**src/rtl/ex_operand_stage.sv**
```systemverilog
// ID/EX operand stage: resolves GPR operands with MEM/WB forwarding, selects the
// ALU A/B sources and registers them under a valid/allowin handshake.
module ex_operand_stage #(
  parameter int DATA_WIDTH = 32,
  parameter int REG_AW     = 5
) (
  input  logic                  clk,
  input  logic                  rst,
  input  logic                  id_to_ex_valid,
  output logic                  ex_allowin,
  input  logic                  mem_allowin,
  input  logic                  ex_flush,
  input  logic [31:0]           id_pc,
  input  logic [REG_AW-1:0]     id_rs_idx,
  input  logic [REG_AW-1:0]     id_rt_idx,
  input  logic [DATA_WIDTH-1:0] id_rs_val,
  input  logic [DATA_WIDTH-1:0] id_rt_val,
  input  logic [15:0]           id_imm16,
  input  logic [4:0]            id_shamt,
  input  logic [3:0]            id_alu_op,
  input  logic [1:0]            id_a_sel,
  input  logic [1:0]            id_b_sel,
  input  logic [REG_AW-1:0]     id_dest,
  input  logic                  id_reg_we,
  input  logic                  id_ov_trap,
  input  logic                  mem_fwd_we,
  input  logic [REG_AW-1:0]     mem_fwd_dest,
  input  logic [DATA_WIDTH-1:0] mem_fwd_data,
  input  logic                  wb_fwd_we,
  input  logic [REG_AW-1:0]     wb_fwd_dest,
  input  logic [DATA_WIDTH-1:0] wb_fwd_data,
  output logic                  ex_valid,
  output logic                  ex_to_mem_valid,
  output logic [DATA_WIDTH-1:0] alu_a,
  output logic [DATA_WIDTH-1:0] alu_b,
  output logic [3:0]            alu_op,
  output logic [31:0]           ex_pc,
  output logic [REG_AW-1:0]     ex_dest,
  output logic                  ex_reg_we,
  output logic                  ex_ov_trap,
  output logic [DATA_WIDTH-1:0] ex_rt_val
);

  logic [DATA_WIDTH-1:0] rs_fwd;
  logic [DATA_WIDTH-1:0] rt_fwd;
  logic [DATA_WIDTH-1:0] a_next;
  logic [DATA_WIDTH-1:0] b_next;
  logic                  load;
  logic                  reg_we_hold;
  logic                  ov_trap_hold;

  // MEM result is younger than WB, so it wins; $0 is hard-wired to zero.
  function automatic logic [DATA_WIDTH-1:0] fwd_operand(
    input logic [REG_AW-1:0]     idx,
    input logic [DATA_WIDTH-1:0] rf_val,
    input logic                  m_we,
    input logic [REG_AW-1:0]     m_dest,
    input logic [DATA_WIDTH-1:0] m_data,
    input logic                  w_we,
    input logic [REG_AW-1:0]     w_dest,
    input logic [DATA_WIDTH-1:0] w_data
  );
    logic [DATA_WIDTH-1:0] val;
    if (idx == {REG_AW{1'b0}}) begin
      val = {DATA_WIDTH{1'b0}};
    end else if (m_we && (m_dest == idx)) begin
      val = m_data;
    end else if (w_we && (w_dest == idx)) begin
      val = w_data;
    end else begin
      val = rf_val;
    end
    return val;
  endfunction

  assign ex_allowin      = !ex_valid || mem_allowin;
  assign ex_to_mem_valid = ex_valid;
  assign load            = ex_allowin && id_to_ex_valid && !ex_flush;
  assign ex_reg_we       = reg_we_hold && ex_valid;
  assign ex_ov_trap      = ov_trap_hold && ex_valid;

  // Operand resolution for rs and rt
  always_comb begin
    rs_fwd = fwd_operand(id_rs_idx, id_rs_val, mem_fwd_we, mem_fwd_dest, mem_fwd_data,
                         wb_fwd_we, wb_fwd_dest, wb_fwd_data);
    rt_fwd = fwd_operand(id_rt_idx, id_rt_val, mem_fwd_we, mem_fwd_dest, mem_fwd_data,
                         wb_fwd_we, wb_fwd_dest, wb_fwd_data);
  end

  // ALU A source select; the reserved encoding yields zero
  always_comb begin
    a_next = {DATA_WIDTH{1'b0}};
    case (id_a_sel)
      2'd0:    a_next = rs_fwd;
      2'd1:    a_next = {{(DATA_WIDTH-5){1'b0}}, id_shamt};
      2'd2:    a_next = DATA_WIDTH'(id_pc);
      2'd3:    a_next = {DATA_WIDTH{1'b0}};
      default: a_next = {DATA_WIDTH{1'b0}};
    endcase
  end

  // ALU B source select; constant 8 forms the JAL/BAL link address with A=PC
  always_comb begin
    b_next = {DATA_WIDTH{1'b0}};
    case (id_b_sel)
      2'd0:    b_next = rt_fwd;
      2'd1:    b_next = {{(DATA_WIDTH-16){id_imm16[15]}}, id_imm16};
      2'd2:    b_next = {{(DATA_WIDTH-16){1'b0}}, id_imm16};
      2'd3:    b_next = DATA_WIDTH'(4'd8);
      default: b_next = {DATA_WIDTH{1'b0}};
    endcase
  end

  // Valid bit: flush dominates both a new load and a stall hold
  always_ff @(posedge clk or posedge rst) begin
    if (rst) begin
      ex_valid <= 1'b0;
    end else if (ex_flush) begin
      ex_valid <= 1'b0;
    end else if (ex_allowin) begin
      ex_valid <= id_to_ex_valid;
    end else begin
      ex_valid <= ex_valid;
    end
  end

  // Payload registers load only on an accepted instruction
  always_ff @(posedge clk or posedge rst) begin
    if (rst) begin
      alu_a        <= {DATA_WIDTH{1'b0}};
      alu_b        <= {DATA_WIDTH{1'b0}};
      alu_op       <= 4'd0;
      ex_pc        <= 32'd0;
      ex_dest      <= {REG_AW{1'b0}};
      reg_we_hold  <= 1'b0;
      ov_trap_hold <= 1'b0;
      ex_rt_val    <= {DATA_WIDTH{1'b0}};
    end else if (load) begin
      alu_a        <= a_next;
      alu_b        <= b_next;
      alu_op       <= id_alu_op;
      ex_pc        <= id_pc;
      ex_dest      <= id_dest;
      reg_we_hold  <= id_reg_we;
      ov_trap_hold <= id_ov_trap;
      ex_rt_val    <= rt_fwd;
    end else begin
      alu_a        <= alu_a;
      alu_b        <= alu_b;
      alu_op       <= alu_op;
      ex_pc        <= ex_pc;
      ex_dest      <= ex_dest;
      reg_we_hold  <= reg_we_hold;
      ov_trap_hold <= ov_trap_hold;
      ex_rt_val    <= ex_rt_val;
    end
  end

endmodule

```
**config.mk**
```make
export PLATFORM = sky130hd
export DESIGN_NAME = ex_operand_stage
export DESIGN_NICKNAME = d
export VERILOG_FILES = /design/src/rtl/ex_operand_stage.sv
export SDC_FILE = /design/constraint.sdc
export NUM_CORES = 1
export LEC_CHECK = 0
export BUFFER_PORTS_ARGS = -buffer_cell sky130_fd_sc_hd__buf_2
export CORE_AREA = 5 5 137 139
export CTS_BUF_LIST = sky130_fd_sc_hd__clkbuf_4
export CTS_CLUSTER_DIAMETER = 80
export DETAILED_ROUTE_END_ITERATION = 8
export DIE_AREA = 0 0 142 144
export GPL_TIMING_DRIVEN = 0
export PLACE_DENSITY = 0.77
export SYNTH_ARGS = -nofsm -noshare
export SYNTH_HDL_FRONTEND = slang
export SYNTH_SLANG_ARGS = --single-unit
export TNS_END_PERCENT = 50
```
**constraint.sdc**
```tcl
create_clock -name clk -period 8.96 [get_ports clk]
set_clock_uncertainty 0.2 [all_clocks]
set_input_delay 0.896 -clock clk [delete_from_list [all_inputs] [get_ports clk]]
set_output_delay 0.896 -clock clk [all_outputs]
set_load 0.005 [all_outputs]
```
# --- Word level (Yosys, flattened, before mapping) ---
# Index checks and enable logic that the tools add are counted.
totals:
  reg_bits: 140
  out_inout_bits: 142
  elab_cells: 45
classes:
  n_reduce_logical: 16
  eq_ne: 10
  muxes: 10
op_table:
  columns: ["op", "count"]
  rows:
  - ["$pmux 32 s4", 2]
  - ["$mux 32", 6]
  - ["$eq 5x5->1", 4]
  - ["$logic_not 5->1", 2]
  - ["$eq 2x2->1 const B", 4]
  - ["$logic_and 1x1->1", 8]
  - ["$eq 2x1->1 const B", 2]
  - ["$logic_not 2->1", 2]
  - ["$logic_not 1->1", 2]
  - ["$mux 1", 2]
  - ["$reduce_bool 2->1", 1]
  - ["$logic_or 1x1->1", 1]

# --- Depth between registers and ports, before layout ---
depth:
  ltp_word: 6
  ltp_mapped: 8

# --- Least setup slack after synthesis ---
# No wires, ideal clock.
synth_path:
  path_type: "input to register"
  from: "input wb_fwd_dest[4]"
  to: "register alu_a[15]"
  setup_time_ns: 0.131
  stages: 6
  slack_ns: 6.336
  arrival_time_ns: 2.293
  cell_sequence: "xor2_1 nor4_4 nand3_2 buf_4 a221oi_1 o22ai_1"
synth_between:
  elab_chain_len: 6
synth_lines:
  columns: ["element", "line_no", "source"]
  rows:
  - ["from (decl)", "30", "input logic [REG_AW-1:0] wb_fwd_dest,"]
  - ["$eq 5x5->1", "68", "end else if (w_we && (w_dest == idx)) begin"]
  - ["$logic_and 1x1->1", "68", null]
  - ["$mux 32", "68", null]
  - ["$mux 32", "66", "end else if (m_we && (m_dest == idx)) begin"]
  - ["$mux 32", "64", "if (idx == {REG_AW{1'b0}}) begin"]
  - ["$pmux 32 s4", "93", "case (id_a_sel)"]
  - ["to (signal assigned)", "130", "alu_a <= {DATA_WIDTH{1'b0}};"]
  - ["to (signal assigned)", "139", "alu_a <= a_next;"]
  - ["to (signal assigned)", "148", "alu_a <= alu_a;"]
  - ["to (decl)", "34", "output logic [DATA_WIDTH-1:0] alu_a,"]
# No other way between the ends.
# A chain may end at the register's enable or synchronous reset.

# --- Worst setup path in the final report ---
layout_path:
  from: "register ex_valid (netlist: ex_to_mem_valid)"
  to: "register alu_b[5]"
layout_between:
  elab_chain_len: 4
layout_lines:
  columns: ["element", "line_no", "source"]
  rows:
  - ["from (decl)", "32", "output logic ex_valid,"]
  - ["from (signal assigned)", "121", "ex_valid <= id_to_ex_valid;"]
  - ["from (signal assigned)", "123", "ex_valid <= ex_valid;"]
  - ["$logic_not 1->1", "76", "assign ex_allowin = !ex_valid || mem_allowin;"]
  - ["$logic_or 1x1->1", "76", null]
  - ["$logic_and 1x1->1 (2 in series)", "78", "assign load = ex_allowin && id_to_ex_valid && !ex_flush;"]
  - ["to (signal assigned)", "131", "alu_b <= {DATA_WIDTH{1'b0}};"]
  - ["to (signal assigned)", "140", "alu_b <= b_next;"]
  - ["to (signal assigned)", "149", "alu_b <= alu_b;"]
  - ["to (decl)", "35", "output logic [DATA_WIDTH-1:0] alu_b,"]
# No other way between the ends.

==> metrics <==
outcome=finished clean; slew at the pin closest to its max-slew limit=1.05 ns; post-synth top area cell=dfrtp_1; slowest library cell on the worst path=buf_1; via count=8,379; Synth Net Count=1,024; routability cong.=1.05; PD cells=167 nW/um^2; Finished Layout Cells=1,432; worst-skew pair later-pin latency=0.55 ns; RSZ-0062 raised after global routing=false; max_cap viols=0; min-delay worst type=in -> async; Worst-path clk slew=0.14 ns; Adder-Cell Fraction of Synth Area=0%; xor/xnor share of the synthesized area=2.48%; Post-Synth Simple-Gate Area=19.5%; critical path data required time=9.23 ns; Seq/Total Area, Yosys=47.3%; TNS Setup=0 ns; total power=1640 uW; Net Sw Frac=34.7%; crit path cell chain=nor2b_4, inv_1, nand2b_1, clkbuf_1, clkbuf_1, buf_1, a22oi_1, o31ai_1; Achievable Freq=335 MHz; crit share post-route=33.3%; grt ovf=0; Static Leakage=0.00494 uW; CTS tree=done; Synth Instances=801; Synth Area in Compound Gates=23.8%; layout cells sized above 1=36.6%; synth top area cells=dfrtp_1, nand2_1, a221oi_1; initial antenna violation count=4; commonest non-fill, non-tap cell in the layout=buf_2; clk buf depth=2; Comb pwr share=26.8%; post-route cell area=9840 sq um; # setup viols final=0; P_sw=568 uW; root buffer cell=clkbuf_4; internal power=1070 uW; # hold bufs at CTS=0; Layout area overhead=32.7%; share of the synthesized area in the top cell type=47.3%; io pins=365; Residual DRC=0; mux share of post-synthesis cell area=2.84%; PortBufs=364; initial core utilization=42.3%; DP Cell Count=1,395; sequential power share=47.9%; first-pass GRT wire length=48.4 mm; vias in the first global route=8,157; chip width=142 um; htree depth=4; Cell variety after synth=41; most frequent cells in the layout=buf_2, nand2_1, dfrtp_1; chip height=144 um; Clk pwr share=25.3%; Hold WS=0.154 ns; relative slew slack=29.1%; DR iter-0 viols=802; DR WL/cell=23.4 um; main combinational cell family by area after synthesis=compound AO/OA/AOI/OAI gates; worst IR drop on VDD=73.7 uV; Core Box Area=17,500 sq um; Worst Path Buf+Inv=4; startpoint types=flop; crit-path most repeated cell=clkbuf_1; Post-Place Cell Area=9550 sq um; Slew Viols, Final=0; DP HPWL=27.2 mm; largest net degree at the start of global routing=86; fillers=1,701; die area=20,400 sq um; family with the most delay on the worst path=buffers and inverters; Hold Violations, Final=0; Synth Register Bits=140; Synth Area per Inst=9.25 sq um; Total Routing Usage GR=31.5%; CTS Sinks=140; Ys Warns=0; FP Rows=49; cts repair resizes=0; drt total wl=33.5 mm; area of the mapped netlist=7410 sq um; Final ANT Viol Nets=0; nets@finish=1,408; crit path time final=2.99 ns; vias per std cell=5.85; path type of the worst setup path=reg -> reg; maximum net fanout on the critical path=10; Worst Path Arrival=3.26 ns; Post-CTS Setup Bufs=0; cts bufs inserted=17; drt first pass iters=6; max incr delay on CP=0.61 ns; crit path capture type=flop
-- cells in the mapped netlist --
cell type  count
clkbuf_1      54
nor3_1         4
a211oi_1       2
buf_6          1
nor2_1        49
o2111ai_1      1
a22oi_1       15
xnor2_1       13
inv_1          2
mux2i_1       21
or4_4          1
a221o_1        5
nor2b_4        1
o21ai_1        4
and2_1         5
nand2_2        1
o211ai_1      22
nor2b_1        2
nand3_2        1
a21oi_1       27
nand2b_1       5
or2_2          2
buf_1          2
nor4_4         3
nand3_1        6
o21bai_1       1
buf_2          8
o22ai_1       27
a221oi_2      16
nand2b_4       1
and3_1        42
o21ai_0       45
dfrtp_1      140
nand4_1       18
o31ai_1       30
nand2_1      167
a21boi_0       2
xor2_1         8
a221oi_1      41
a2111oi_2      1
buf_4          5
-- worst paths after layout --
path                            startpoint         endpoint  slack [ns]  depth (start not counted)
max in group asynchronous              rst    ex_rt_val[26]        7.54                          3
setup / recovery           ex_to_mem_valid         alu_b[5]        5.97                          8
setup reg to reg           ex_to_mem_valid         alu_b[5]        5.97                          8
hold reg to reg                  alu_op[3]        alu_op[3]        0.28                          2
hold / removal                         rst       ex_dest[1]        0.15                          2
min in group clk                  ex_flush  ex_to_mem_valid        0.27                          2
-- state kept, by name (all words and copies together), names as in the netlist --
name / cells
ex_dest: 5
ex_pc: 32
alu_a: 32
reg_we_hold: 1
ov_trap_hold: 1
alu_b: 32
ex_to_mem_valid: 1
alu_op: 4
ex_rt_val: 32
-- routing by layer --
layer  GRT usage [%]  part of all wire (%)  up-vias
li1                -                     -     3730
met1            43.7                    41     4020
met2            49.4                    46      546
met3            6.88                   9.4       81
met4            10.1                   3.0        2
met5               0                 0.054        -
-- metrics by stage --
stage	worst slack, ns	util [%]
finish	5.97	56.1
global route	5.82	56.1
CTS	6.05	56.0
detailed placement	5.63	54.5
global placement	2.37	54.3
floorplan	4.11	-
-- logic make-up after synthesis --
family	after synthesis
xor+xnor	21
compound gates	239
mux	21
buf+inv	72
flops	140
simple gates	308
-- final cells by class --
class	count	area [sq um]	share of cell area (%)
buffer	70	299	3.04
clock buffer	19	143	1.45
clock inverter	13	130	1.32
multi-input combinational	589	3600	36.6
tap	229	287	2.91
sequential	140	3500	35.6
antenna	5	12.5	0.127
timing repair buffer	365	1850	18.8
inverter	2	12.5	0.127
-- power groups by stage --
stage / clock network [uW] / registers, uW / logic [uW]
floorplan: 0 / 799 / 183
global placement: 0 / 793 / 429
detailed placement: 0 / 795 / 436
CTS: 419 / 784 / 438
global route: 451 / 796 / 478
finish: 414 / 786 / 440
Note: power is estimated with default switching activity, not from simulation.
